===== src/rtl/cdb_arbiter.sv =====
// Common data bus arbiter: per-source result FIFOs (ALU, LSB), round-robin grant, one broadcast per cycle.
// Latency: a result pushed at edge N is broadcast on registered cdb_* outputs in cycle N+2 at the earliest.
// Backpressure: alu_ready/lsb_ready drop only while that source FIFO is full; the producer holds its result.

`ifndef ROB_ID_WIDTH
`define ROB_ID_WIDTH 4
`endif

module cdb_arbiter #(
    parameter int FIFO_DEPTH = 2
) (
    input  logic                     clk,
    input  logic                     rst,
    input  logic                     flush,

    input  logic                     alu_valid,
    input  logic [`ROB_ID_WIDTH-1:0] alu_rob_id,
    input  logic [31:0]              alu_value,
    input  logic [31:0]              alu_target,
    input  logic                     alu_mispredict,
    output logic                     alu_ready,

    input  logic                     lsb_valid,
    input  logic [`ROB_ID_WIDTH-1:0] lsb_rob_id,
    input  logic [31:0]              lsb_value,
    output logic                     lsb_ready,

    output logic                     cdb_valid,
    output logic [`ROB_ID_WIDTH-1:0] cdb_rob_id,
    output logic [31:0]              cdb_value,
    output logic [31:0]              cdb_target,
    output logic                     cdb_mispredict,
    output logic                     cdb_src
);

    localparam int PW = (FIFO_DEPTH > 1) ? $clog2(FIFO_DEPTH) : 1;
    localparam int CW = PW + 1;
    localparam logic [CW-1:0] DEPTH_C = CW'(FIFO_DEPTH);

    typedef struct packed {
        logic [`ROB_ID_WIDTH-1:0] rob_id;
        logic [31:0]              value;
        logic [31:0]              target;
        logic                     mispredict;
    } alu_ent_t;

    typedef struct packed {
        logic [`ROB_ID_WIDTH-1:0] rob_id;
        logic [31:0]              value;
    } lsb_ent_t;

    alu_ent_t        alu_mem [FIFO_DEPTH];
    lsb_ent_t        lsb_mem [FIFO_DEPTH];

    logic [PW-1:0]   alu_wr_ptr, alu_rd_ptr;
    logic [PW-1:0]   lsb_wr_ptr, lsb_rd_ptr;
    logic [CW-1:0]   alu_cnt, lsb_cnt;

    // 1 means LSB was granted last under contention, so ALU wins the next tie.
    logic            rr_last;

    logic            alu_push, lsb_push;
    logic            alu_ne, lsb_ne;
    logic            grant_alu, grant_lsb;
    logic            both_ne;
    alu_ent_t        alu_head;
    lsb_ent_t        lsb_head;

    // Readiness depends on occupancy alone so producers see no combinational path.
    assign alu_ready = (alu_cnt < DEPTH_C);
    assign lsb_ready = (lsb_cnt < DEPTH_C);

    assign alu_push  = alu_valid && alu_ready && !flush && !rst;
    assign lsb_push  = lsb_valid && lsb_ready && !flush && !rst;

    assign alu_ne    = (alu_cnt != '0);
    assign lsb_ne    = (lsb_cnt != '0);
    assign both_ne   = alu_ne && lsb_ne;

    assign grant_alu = alu_ne && (!lsb_ne || rr_last);
    assign grant_lsb = lsb_ne && !grant_alu;

    assign alu_head  = alu_mem[alu_rd_ptr];
    assign lsb_head  = lsb_mem[lsb_rd_ptr];

    // Storage needs no reset: occupancy is governed purely by the pointers and counts.
    always_ff @(posedge clk) begin
        if (alu_push) begin
            alu_mem[alu_wr_ptr] <= '{rob_id:     alu_rob_id,
                                     value:      alu_value,
                                     target:     alu_target,
                                     mispredict: alu_mispredict};
        end
        if (lsb_push) begin
            lsb_mem[lsb_wr_ptr] <= '{rob_id: lsb_rob_id,
                                     value:  lsb_value};
        end
    end

    always_ff @(posedge clk) begin
        if (rst) begin
            alu_wr_ptr     <= '0;
            alu_rd_ptr     <= '0;
            alu_cnt        <= '0;
            lsb_wr_ptr     <= '0;
            lsb_rd_ptr     <= '0;
            lsb_cnt        <= '0;
            rr_last        <= 1'b1;
            cdb_valid      <= 1'b0;
            cdb_rob_id     <= '0;
            cdb_value      <= '0;
            cdb_target     <= '0;
            cdb_mispredict <= 1'b0;
            cdb_src        <= 1'b0;
        end else if (flush) begin
            // Mispredict recovery drops everything in flight but keeps fairness history.
            alu_wr_ptr     <= '0;
            alu_rd_ptr     <= '0;
            alu_cnt        <= '0;
            lsb_wr_ptr     <= '0;
            lsb_rd_ptr     <= '0;
            lsb_cnt        <= '0;
            cdb_valid      <= 1'b0;
        end else begin
            if (alu_push) begin
                alu_wr_ptr <= alu_wr_ptr + PW'(1);
            end
            if (lsb_push) begin
                lsb_wr_ptr <= lsb_wr_ptr + PW'(1);
            end
            if (grant_alu) begin
                alu_rd_ptr <= alu_rd_ptr + PW'(1);
            end
            if (grant_lsb) begin
                lsb_rd_ptr <= lsb_rd_ptr + PW'(1);
            end

            case ({alu_push, grant_alu})
                2'b10:   alu_cnt <= alu_cnt + CW'(1);
                2'b01:   alu_cnt <= alu_cnt - CW'(1);
                default: alu_cnt <= alu_cnt;
            endcase
            case ({lsb_push, grant_lsb})
                2'b10:   lsb_cnt <= lsb_cnt + CW'(1);
                2'b01:   lsb_cnt <= lsb_cnt - CW'(1);
                default: lsb_cnt <= lsb_cnt;
            endcase

            if (both_ne) begin
                rr_last <= grant_lsb;
            end

            if (grant_alu) begin
                cdb_valid      <= 1'b1;
                cdb_rob_id     <= alu_head.rob_id;
                cdb_value      <= alu_head.value;
                cdb_target     <= alu_head.target;
                cdb_mispredict <= alu_head.mispredict;
                cdb_src        <= 1'b0;
            end else if (grant_lsb) begin
                cdb_valid      <= 1'b1;
                cdb_rob_id     <= lsb_head.rob_id;
                cdb_value      <= lsb_head.value;
                cdb_target     <= 32'd0;
                cdb_mispredict <= 1'b0;
                cdb_src        <= 1'b1;
            end else begin
                cdb_valid      <= 1'b0;
            end
        end
    end

endmodule


===== config.mk =====
export PLATFORM = sky130hd
export DESIGN_NAME = cdb_arbiter
export DESIGN_NICKNAME = d
export VERILOG_FILES = /design/src/rtl/cdb_arbiter.sv
export SDC_FILE = /design/constraint.sdc
export NUM_CORES = 1
export LEC_CHECK = 0
export CAP_MARGIN = 20
export CORE_MARGIN = 3
export CORE_UTILIZATION = 40
export CTS_BUF_LIST = sky130_fd_sc_hd__clkbuf_4
export DETAILED_ROUTE_END_ITERATION = 8
export GPL_TIMING_DRIVEN = 0
export PLACE_DENSITY_LB_ADDON = 0.15
export REMOVE_ABC_BUFFERS = 1
export SLEW_MARGIN = 20
export SYNTH_ARGS = -nofsm -noshare
export SYNTH_HDL_FRONTEND = slang
export SYNTH_SLANG_ARGS = --single-unit

===== constraint.sdc =====
create_clock -name clk -period 12.15 [get_ports clk]
set_input_delay 1.215 -clock clk [delete_from_list [all_inputs] [get_ports clk]]
set_output_delay 1.215 -clock clk [all_outputs]
set_load 0.03 [all_outputs]

# Word level (Yosys, flattened, before mapping)
# Memory sizes are Yosys's and may differ from the RTL's. A register that Yosys moved wholly into a read port is not among the register bits.
# Cells that the tools add are included.
dict set report op_classes {
  n_mux 22
  n_div 0
  order_cmp 2
  bitwise 1
  reduce_logical 22
  n_shift 0
  multipliers 0
  add_sub_neg 8
  n_eq_ne 4
}
# operator n
set op_table {}
lappend op_table {{2-to-1 mux 32 bit} 4}
lappend op_table {{2-to-1 mux 1 bit} 14}
lappend op_table {{nonzero test 2 bit} 5}
lappend op_table {{logical AND 1 bit} 9}
lappend op_table {{2-to-1 mux 4 bit} 2}
lappend op_table {{case mux 2 bit (2 select lines)} 2}
lappend op_table {{adder 1 bit, second input constant} 4}
lappend op_table {{adder 2 x 1 -> 2 bit, second input constant} 2}
lappend op_table {{equality test 2 x 1 -> 1 bit, second input constant} 2}
lappend op_table {{equality test 2 bit, second input constant} 2}
lappend op_table {{zero test 1 bit} 4}
lappend op_table {{< comparator 2 bit, second input constant} 2}
lappend op_table {{AND reduction 2 bit} 2}
lappend op_table {{subtractor 2 x 1 -> 2 bit, second input constant} 2}
lappend op_table {{OR reduction 2 bit} 1}
lappend op_table {{logical OR 1 bit} 1}
lappend op_table {{inverter 1 bit} 1}
dict set report word_totals {
  mem_count 2
  wordCells 74
  mem_bits_ro 0
  in_bits 110
  regBits 80
  mem_bits_rw 210
  latchBits 0
}
# name words width rd rd_clocked_by_memory_dff wr line
set memory_table {}
lappend memory_table {alu_mem 2 69 1 1 1 52} ;# alu_ent_t alu_mem [FIFO_DEPTH];
lappend memory_table {lsb_mem 2 36 1 1 1 53} ;# lsb_ent_t lsb_mem [FIFO_DEPTH];

# Longest topological paths before layout
# Gate-level depths: netlist (run 1).
dict set report logic_depth {
  ltp_word 8
  ltp_mapped 9
  depth_no_buf 7
}

# Worst setup path after synthesis (run 1)
# No wires, ideal clock.
dict set report synth_timing {
  path_type {in2reg}
  startpoint {in rst}
  endpoint {mem alu_mem[0][0] in the netlist's numbering, enable pin}
  arrival_time_ns 4.535
  t_required_ns 11.654
  n_path_buf 1
  cell_stages 4
  path_slack_ns 7.118
  path_cell_list {clkbuf_1 -> nor2_1 -> nand2_1 -> nor2_1}
}
dict set report synth_via {
  elab_chain_cells 4
}
# element line
set synth_rtl {}
lappend synth_rtl {{from (decl)} 13} ;# input logic rst,
lappend synth_rtl {{zero test 1 bit} 73} ;# assign alu_push = alu_valid && alu_ready && !flush && !rst;
lappend synth_rtl {{logical AND 1 bit} 73}
lappend synth_rtl {{2-to-1 mux 1 bit} 88} ;# if (alu_push) begin
lappend synth_rtl {{2-to-1 mux 1 bit (not written as such)} 89} ;# alu_mem[alu_wr_ptr] <= '{rob_id: alu_rob_id,
lappend synth_rtl {{to (decl)} 52}
# No other way between the ends.

# Final worst setup path (run 1)
dict set report layout_timing {
  startpoint {reg lsb_cnt[1]}
  endpoint {out lsb_ready}
}
dict set report layout_via {
  elab_chain_cells 1
}
# element line
set layout_rtl {}
lappend layout_rtl {{from (decl)} 57} ;# logic [CW-1:0] alu_cnt, lsb_cnt;
lappend layout_rtl {{from (signal assigned)} 144} ;# 2'b10: lsb_cnt <= lsb_cnt + CW'(1);
lappend layout_rtl {{from (signal assigned)} 145} ;# 2'b01: lsb_cnt <= lsb_cnt - CW'(1);
lappend layout_rtl {{from (signal assigned)} 146} ;# default: lsb_cnt <= lsb_cnt;
lappend layout_rtl {{< comparator 2 bit} 71} ;# assign lsb_ready = (lsb_cnt < DEPTH_C);
lappend layout_rtl {{to (decl)} 26} ;# output logic lsb_ready,
# No other way between the ends.

==> results of run 1 <==
kinds of logic (layout without fill, tap and decap cells):
family          count (synthesis)  count (layout)  synth area share
flops                         292             292             0.719
simple gates                   96              96            0.0481
xor+xnor                        9               9           0.00714
fa+ha+maj                       2               2           0.00226
buf+inv                        45             343            0.0248
mux                           141             141             0.145
other cells                     0               1                 0
compound gates                 77              77            0.0532
cell type report:
class / instances / area (sq um) / area share
Antenna cell: 1 / 2.50 / 0.000173
Clock buffer: 111 / 833 / 0.0576
Clock inverter: 31 / 200 / 0.0138
Inverter: 5 / 23.8 / 0.00164
Multi-Input combinational cell: 325 / 2860 / 0.198
Sequential cell: 292 / 7960 / 0.550
Tap cell: 341 / 427 / 0.0295
Timing Repair Buffer: 196 / 2150 / 0.149
registers in the layout, indices dropped and copies added, names as in the netlist, named ones only:
name            count
cdb_src             1
cdb_value          32
alu_cnt             2
lsb_rd_ptr          1
cdb_target         32
cdb_mispredict      1
rr_last             1
lsb_mem            72
alu_rd_ptr          1
lsb_cnt             2
lsb_wr_ptr          1
alu_mem           138
alu_wr_ptr          1
cdb_rob_id          4
cdb_valid           1
worst max-delay path: cells and delay by family, from the launching register on:
| family | cells | cell delay (ns) |
|---|---|---|
| flops | 1 | 0.37 |
| buf+inv | 2 | 0.73 |
routing by layer:
metal | routed length (um) | global-route usage | vias to the layer above
li1 | - | - | 3023
met1 | 10000 | 0.197 | 3146
met2 | 12200 | 0.277 | 235
met3 | 2210 | 0.0656 | 32
met4 | 344 | 0.0583 | 0
met5 | 0 | 0 | -
worst max-delay path by stage:
stage	start	cells past startpoint	slack [ns]	endpoint
final	lsb_cnt[1]	2	9.16	lsb_ready
after global routing	lsb_cnt[1]	2	9.05	lsb_ready
after CTS	lsb_cnt[1]	2	9.10	lsb_ready
after detailed placement	flush	6	8.46	alu_mem[0][56]
after global placement	rst	4	1.83	alu_mem[0][56]
after floorplan	alu_valid	3	7.26	alu_mem[0][0]
power by group through the flow:
stage	Combinational (mW)	Clock (mW)	Sequential, mW
after floorplan	0.0504	0	1.13
after global placement	0.134	0	1.12
after detailed placement	0.147	0	1.12
after CTS	0.147	0.903	1.10
after global routing	0.155	0.963	1.10
final	0.145	0.871	1.10
through the flow:
| step | instance area, sq um | instances |
|---|---|---|
| after floorplan | 10800 | 622 |
| after global routing | 14500 | 1302 |
| final | 14500 | 1302 |
| after global placement | 13000 | 1145 |
| after CTS | 14500 | 1301 |
| after detailed placement | 13400 | 1159 |
layout by cell type (no fill, tap or decap), types with 2 or more instances in the layout:
cell type / netlist / layout
dfxtp_1: 82 / 80
or3_1: 2 / 2
a21oi_1: 2 / 2
buf_8: 0 / 2
clkinv_2: 0 / 4
clkinv_1: 0 / 23
inv_1: 4 / 4
mux2_2: 41 / 41
o21ai_2: 28 / 28
o21ai_0: 9 / 9
clkdlybuf4s50_1: 0 / 181
ha_1: 2 / 2
xor2_1: 2 / 2
dfxtp_4: 0 / 2
xnor2_1: 7 / 7
nand2_1: 2 / 2
clkbuf_4: 0 / 111
mux2i_1: 72 / 72
nor2_1: 45 / 43
buf_16: 0 / 8
mux2_4: 28 / 28
edfxtp_1: 210 / 210
nand3b_1: 36 / 36
a22oi_1: 33 / 33
nor2_4: 0 / 2
buf_12: 3 / 4
bufinv_16: 0 / 3
==> results.md, run 1 <==
* CTS tree: yes
* Clock slew at reported path FFs at 0.07 ns
* Hold_ws at 0.475 ns
* H-tree depth at 3
* Routed Wire Length at 24,700 um
* Critical Path RT at 10.93 ns
* Top-count cell post-synth: edfxtp_1
* Die height at 172 um
* Fin crit period at 2.99 ns
* VDD IR max at 0.000104 V
* Final Skew at 0.0475 ns
* Yosys cell types at 37
* Core area at 27,000 sq um
* Worst hold stages at 2
* Setup violators final at 0
* First-pass GRT wire length at 37,500 um
* Rows at 60
* Switching Share at 0.219
* Leakage at 4.84 nW
* Setup CP Type: reg -> out
* DRC viols at 0
* Synthesized area at 11,000 sq um
* Total gr overflow at 0
* Die area at 29,700 sq um
* Root buffer cell: clkbuf_4
* Avg Vias per Cell at 4.94
* Die X at 172 um
* R2R depth at 6
* Gate Count Post-Synth at 662
* RSZ-0062 raised after global routing: no
* Router iterations before antenna repair at 4
* CTS sink cnt at 292
* Crit-path max FO at 7
* Slew of the pin with the lowest slew margin at 0.772 ns
* Post-synth EDFFs at 210
* Sequential share of the synthesized area at 0.719
* Area grow syn2layout at 30.8%
* Num CTS Buffers at 77
* P per Cell Area at 146 nW/um^2
* Clk_lat worst skew at 0.67 ns
* # IOs at 183
* Hold Path Origin: cdb_src
* Final hold vios at 0
* DR WL/cell at 19.0 um
* Ys async rst share at 0
* Worst r2r src: lsb_cnt[1]
* Post-synth top cells: edfxtp_1 (210), dfxtp_1 (82), mux2i_1 (72), nor2_1 (45), mux2_2 (41)
* Top FF cell, synth: edfxtp_1
* Antenna violations before repair at 1
* Post-CTS Setup Repair Bufs at 0
* Routed Antenna Nets at 0
* Slew margin rel. at 0.484
* CP max stage delay at 0.66 ns
* Syn. warnings at 0
* Crit start category: flip-flop
* Nets at 1,009
* CP max stage cell: clkdlybuf4s50_1
* Placer Congestion at 0.675
* Layout fillers at 2,278
* Critical-path cell list: inv_1 -> clkdlybuf4s50_1
* #FFs+latches synth at 292
* HPWL after detailed placement at 15,300 um
* Worst setup margin at 9.16 ns
* Vias in the first global route at 7,022
* Layout Utilization at 0.535
* Largest net degree at the start of global routing at 63
* Fin crit share at 0.246
* Setup_tns at 0 ns
* R2R setup slack at 9.71 ns
* Slew Viols, Final at 0
* PortBufs at 182
* Global Route Usage Sum at 0.166
* Share of post-route cells with drive strength above 1 at 0.255
* Max Root-Sink Buffers at 3
* Combinational power share at 0.069
* Worst R2R End: alu_cnt[1]
* Pint at 1.65 mW
* Worst path arrival time at 1.77 ns
* Average size of a mapped cell at 16.7 sq um
* Worst Hold Class: reg -> reg
* Net Sw Power at 0.462 mW
* Maxcap violations at 0
* WHS Endpoint: cdb_src
* Status: complete, no violations
* Flop pwr share at 0.519
* Clock power frac at 0.412
* Final Total Pwr at 2.11 mW
* Post-cts sizing count at 0
* Starting Density at 0.409
* Iteration-0 DRC Markers at 287
* Fmax at 335 MHz
* Setup crit end kind: output pin
* Top cell type by total area after synthesis: edfxtp_1
* Synth top area share at 0.571
* Hold_buf cts at 0
* Vias at 6,436
* Synth area leaders: edfxtp_1 (57%), dfxtp_1 (15%), mux2i_1 (6.5%)
* Dpl ws at 8.46 ns
Note: power is estimated with default switching activity, not from simulation.
==> run 2, diff against run 1 <==
clock period = 2.9 ns   (was 12.15 ns; I/O delays follow)
==> run 2 against run 1 <==
Critical endpoint is now alu_mem[0][60]; final cell count barely moved; via count barely moved; combinational power rose to 4.2 times the previous value; sequential power rose to 4.2 times the previous value; largest power group unchanged; critical path depth rose by 6; utilization barely moved; setup slack got worse by 8.7 ns; clock power rose to 4.2 times the previous value; non-clock buffer count rose by 1; wire length barely moved; largest cell class unchanged.
==> results.md, run 2 (synthesis results as in run 1) <==
* Fmax at 404 MHz
* Maxcap violations at 0 (unchanged)
* Clock power frac at 0.412 (about the same)
* Pint at 6.92 mW (+320%)
* Fin crit share at 0.853
* CTS sink cnt at 292 (unchanged)
* Slew of the pin with the lowest slew margin at 0.774 ns (+0.00202 ns)
* Vias in the first global route at 7,034 (+0.17%)
* Total gr overflow at 0 (unchanged)
* Routed Antenna Nets at 0 (unchanged)
* Iteration-0 DRC Markers at 320 (+11%)
* Root buffer cell: clkbuf_4
* Num CTS Buffers at 77 (unchanged)
* VDD IR max at 0.000435 V (+320%)
* Setup crit end kind: flip-flop
* Slew Viols, Final at 0 (unchanged)
* Rows at 60 (unchanged)
* Slew margin rel. at 0.483 (-0.00135)
* Clock slew at reported path FFs at 0.06 ns (about the same)
* Top flop regs: alu_mem x138, lsb_mem x72
* Placed Area at 13,400 sq um (unchanged)
* Nets at 1,010 (+0.099%)
* Antenna violations before repair at 1 (unchanged)
* Share of post-route cells with drive strength above 1 at 0.255 (-0.000266)
* Most common cell on crit path: buf_12
* Worst setup margin at 0.425 ns (-8.74 ns)
* Crit-path max FO at 62 (+55)
* Routed Wire Length at 24,700 um (about the same)
* Switching Share at 0.219 (+0.000334)
* RSZ-0062 raised after global routing: no
* Max reg flops at 138 (unchanged)
* Largest net degree at the start of global routing at 63 (unchanged)
* Critical-path cell list: dlygate4sd3_1 -> buf_4 -> buf_16 -> nor2_1 -> nand2_1 -> nor2_4 -> buf_12 -> buf_12
* Final hold vios at 0 (unchanged)
* Vias at 6,430 (-0.093%)
* Router iterations before antenna repair at 5 (+1)
* Core area at 27,000 sq um (unchanged)
* Final Skew at 0.0446 ns (-0.00289 ns)
* PortBufs at 182 (unchanged)
* Critical Path RT at 3.25 ns (-7.68 ns)
* Highest-count cells in the layout ignoring fill and taps: edfxtp_1 (210), clkdlybuf4s50_1 (181), clkbuf_4 (111), dfxtp_1 (80), mux2i_1 (72)
* Biggest register: alu_mem
* Commonest non-fill, non-tap cell in the layout: edfxtp_1
* First-pass GRT wire length at 37,600 um (about the same)
* HPWL after detailed placement at 15,300 um (unchanged)
* DR WL/cell at 19.0 um (about the same)
* # IOs at 183 (unchanged)
* Setup violators final at 0 (unchanged)
* Flop pwr share at 0.519 (about the same)
* Delay-heaviest family, CP: buffers and inverters
* Starting Density at 0.409 (unchanged)
* Die area at 29,700 sq um (unchanged)
* Worst path arrival time at 2.82 ns (+1.05 ns)
* Post-CTS Setup Repair Bufs at 0 (unchanged)
* Combinational power share at 0.069 (about the same)
* Die height at 172 um (unchanged)
* P per Cell Area at 613 nW/um^2 (+320%)
* H-tree depth at 3 (unchanged)
* Setup CP Type: in -> reg
* Avg Vias per Cell at 4.93 (-0.17%)
* Clk_lat worst skew at 0.67 ns (about the same)
* Post-route cell area at 14,500 sq um (about the same)
* Area grow syn2layout at 30.9% (about the same)
* Global Route Usage Sum at 0.166 (about the same)
* Die X at 172 um (unchanged)
* Placer Congestion at 0.675 (unchanged)
* Dpl ws at 0.133 ns (-8.33 ns)
* Leakage at 4.84 nW (about the same)
* CP max stage delay at 0.62 ns (-0.04 ns)
* Worst Hold Class: in -> reg
* CP max stage cell: nor2_4
* Crit start category: input pin
* Max Root-Sink Buffers at 3 (unchanged)
* DRC viols at 0 (unchanged)
* CTS tree: yes
* Fin crit period at 2.47 ns
* Net Sw Power at 1.94 mW (+320%)
* Crit path buf inv count at 5 (+3)
* Status: complete, no violations
-- run 2: changes by cell type in the layout (fill, tap and decap cells not counted), sizes merged --
cell / previous run / this run
dlygate4sd3: 0 / 1
-- run 2: cell type report --
class | count | area (sq um)
Timing Repair Buffer | 197 | 2160
Clock inverter | 31 | 200
Fill cell | 2277 | 12600
Sequential cell | 292 | 7960
Clock buffer | 111 | 833
Tap cell | 341 | 427
Multi-Input combinational cell | 325 | 2860
Antenna cell | 1 | 2.50
Inverter | 5 | 23.8
-- run 2: path summary, 6_finish.rpt --
check	start	slack [ns]	to	cells past startpoint
worst max-delay path	rst	0.43	alu_mem[0][60]	8
worst min-delay path	alu_value[9]	0.19	alu_mem[0][42]	1
worst max register to register	lsb_cnt[1]	0.46	alu_cnt[1]	6
worst min register to register	cdb_src	0.47	cdb_src	2
-- run 2: metal layers --
metal | vias to the layer above | part of all wire | GRT usage | wire [um]
li1 | 3027 | - | - | -
met5 | - | 0 | 0 | 0
met3 | 29 | 0.089 | 0.0656 | 2210
met1 | 3131 | 0.40 | 0.197 | 10000
met2 | 243 | 0.49 | 0.277 | 12200
met4 | 0 | 0.013 | 0.0583 | 333
-- run 2: metrics by stage --
step	TNS [ns]	power, mW	util	hold WS (ns)	std cells
after detailed placement	0	5.30	0.497	0.464	1159
after CTS	0	9.00	0.535	0.127	1302
after global routing	0	9.29	0.535	0.134	1303
after global placement	-1106.84	5.27	0.483	0.448	1145
final	0	8.86	0.535	0.193	1303
after floorplan	-83.50	4.96	-	0.362	622
-- run 2: repair_timing --
item	in CTS	in global routing
endpoints found under the setup margin	0	0
endpoints found under the hold margin	4	0
hold buffers	1	0
resized for setup	0	0
-- run 2: power groups by stage --
| stage | logic, mW | clock network (mW) | registers [mW] |
|---|---|---|---|
| 6_report | 0.608 | 3.65 | 4.60 |
| 5_1_grt | 0.650 | 4.03 | 4.60 |
| 4_1_cts | 0.618 | 3.79 | 4.60 |
| 3_5_place_dp | 0.614 | 0 | 4.69 |
| 3_3_place_gp | 0.560 | 0 | 4.71 |
| 2_1_floorplan | 0.211 | 0 | 4.75 |
==> run 3, diff against run 2 <==
SKIP_CTS_REPAIR_TIMING = 1   (was default)
==> results of run 3 <==
The final DEF is identical to that of run 2; final timing and power are the same.
Among the figures that moved: wire length of the first global-routing pass 37600 um -> 37500 um; via count of the first global-routing pass 7034 -> 7022
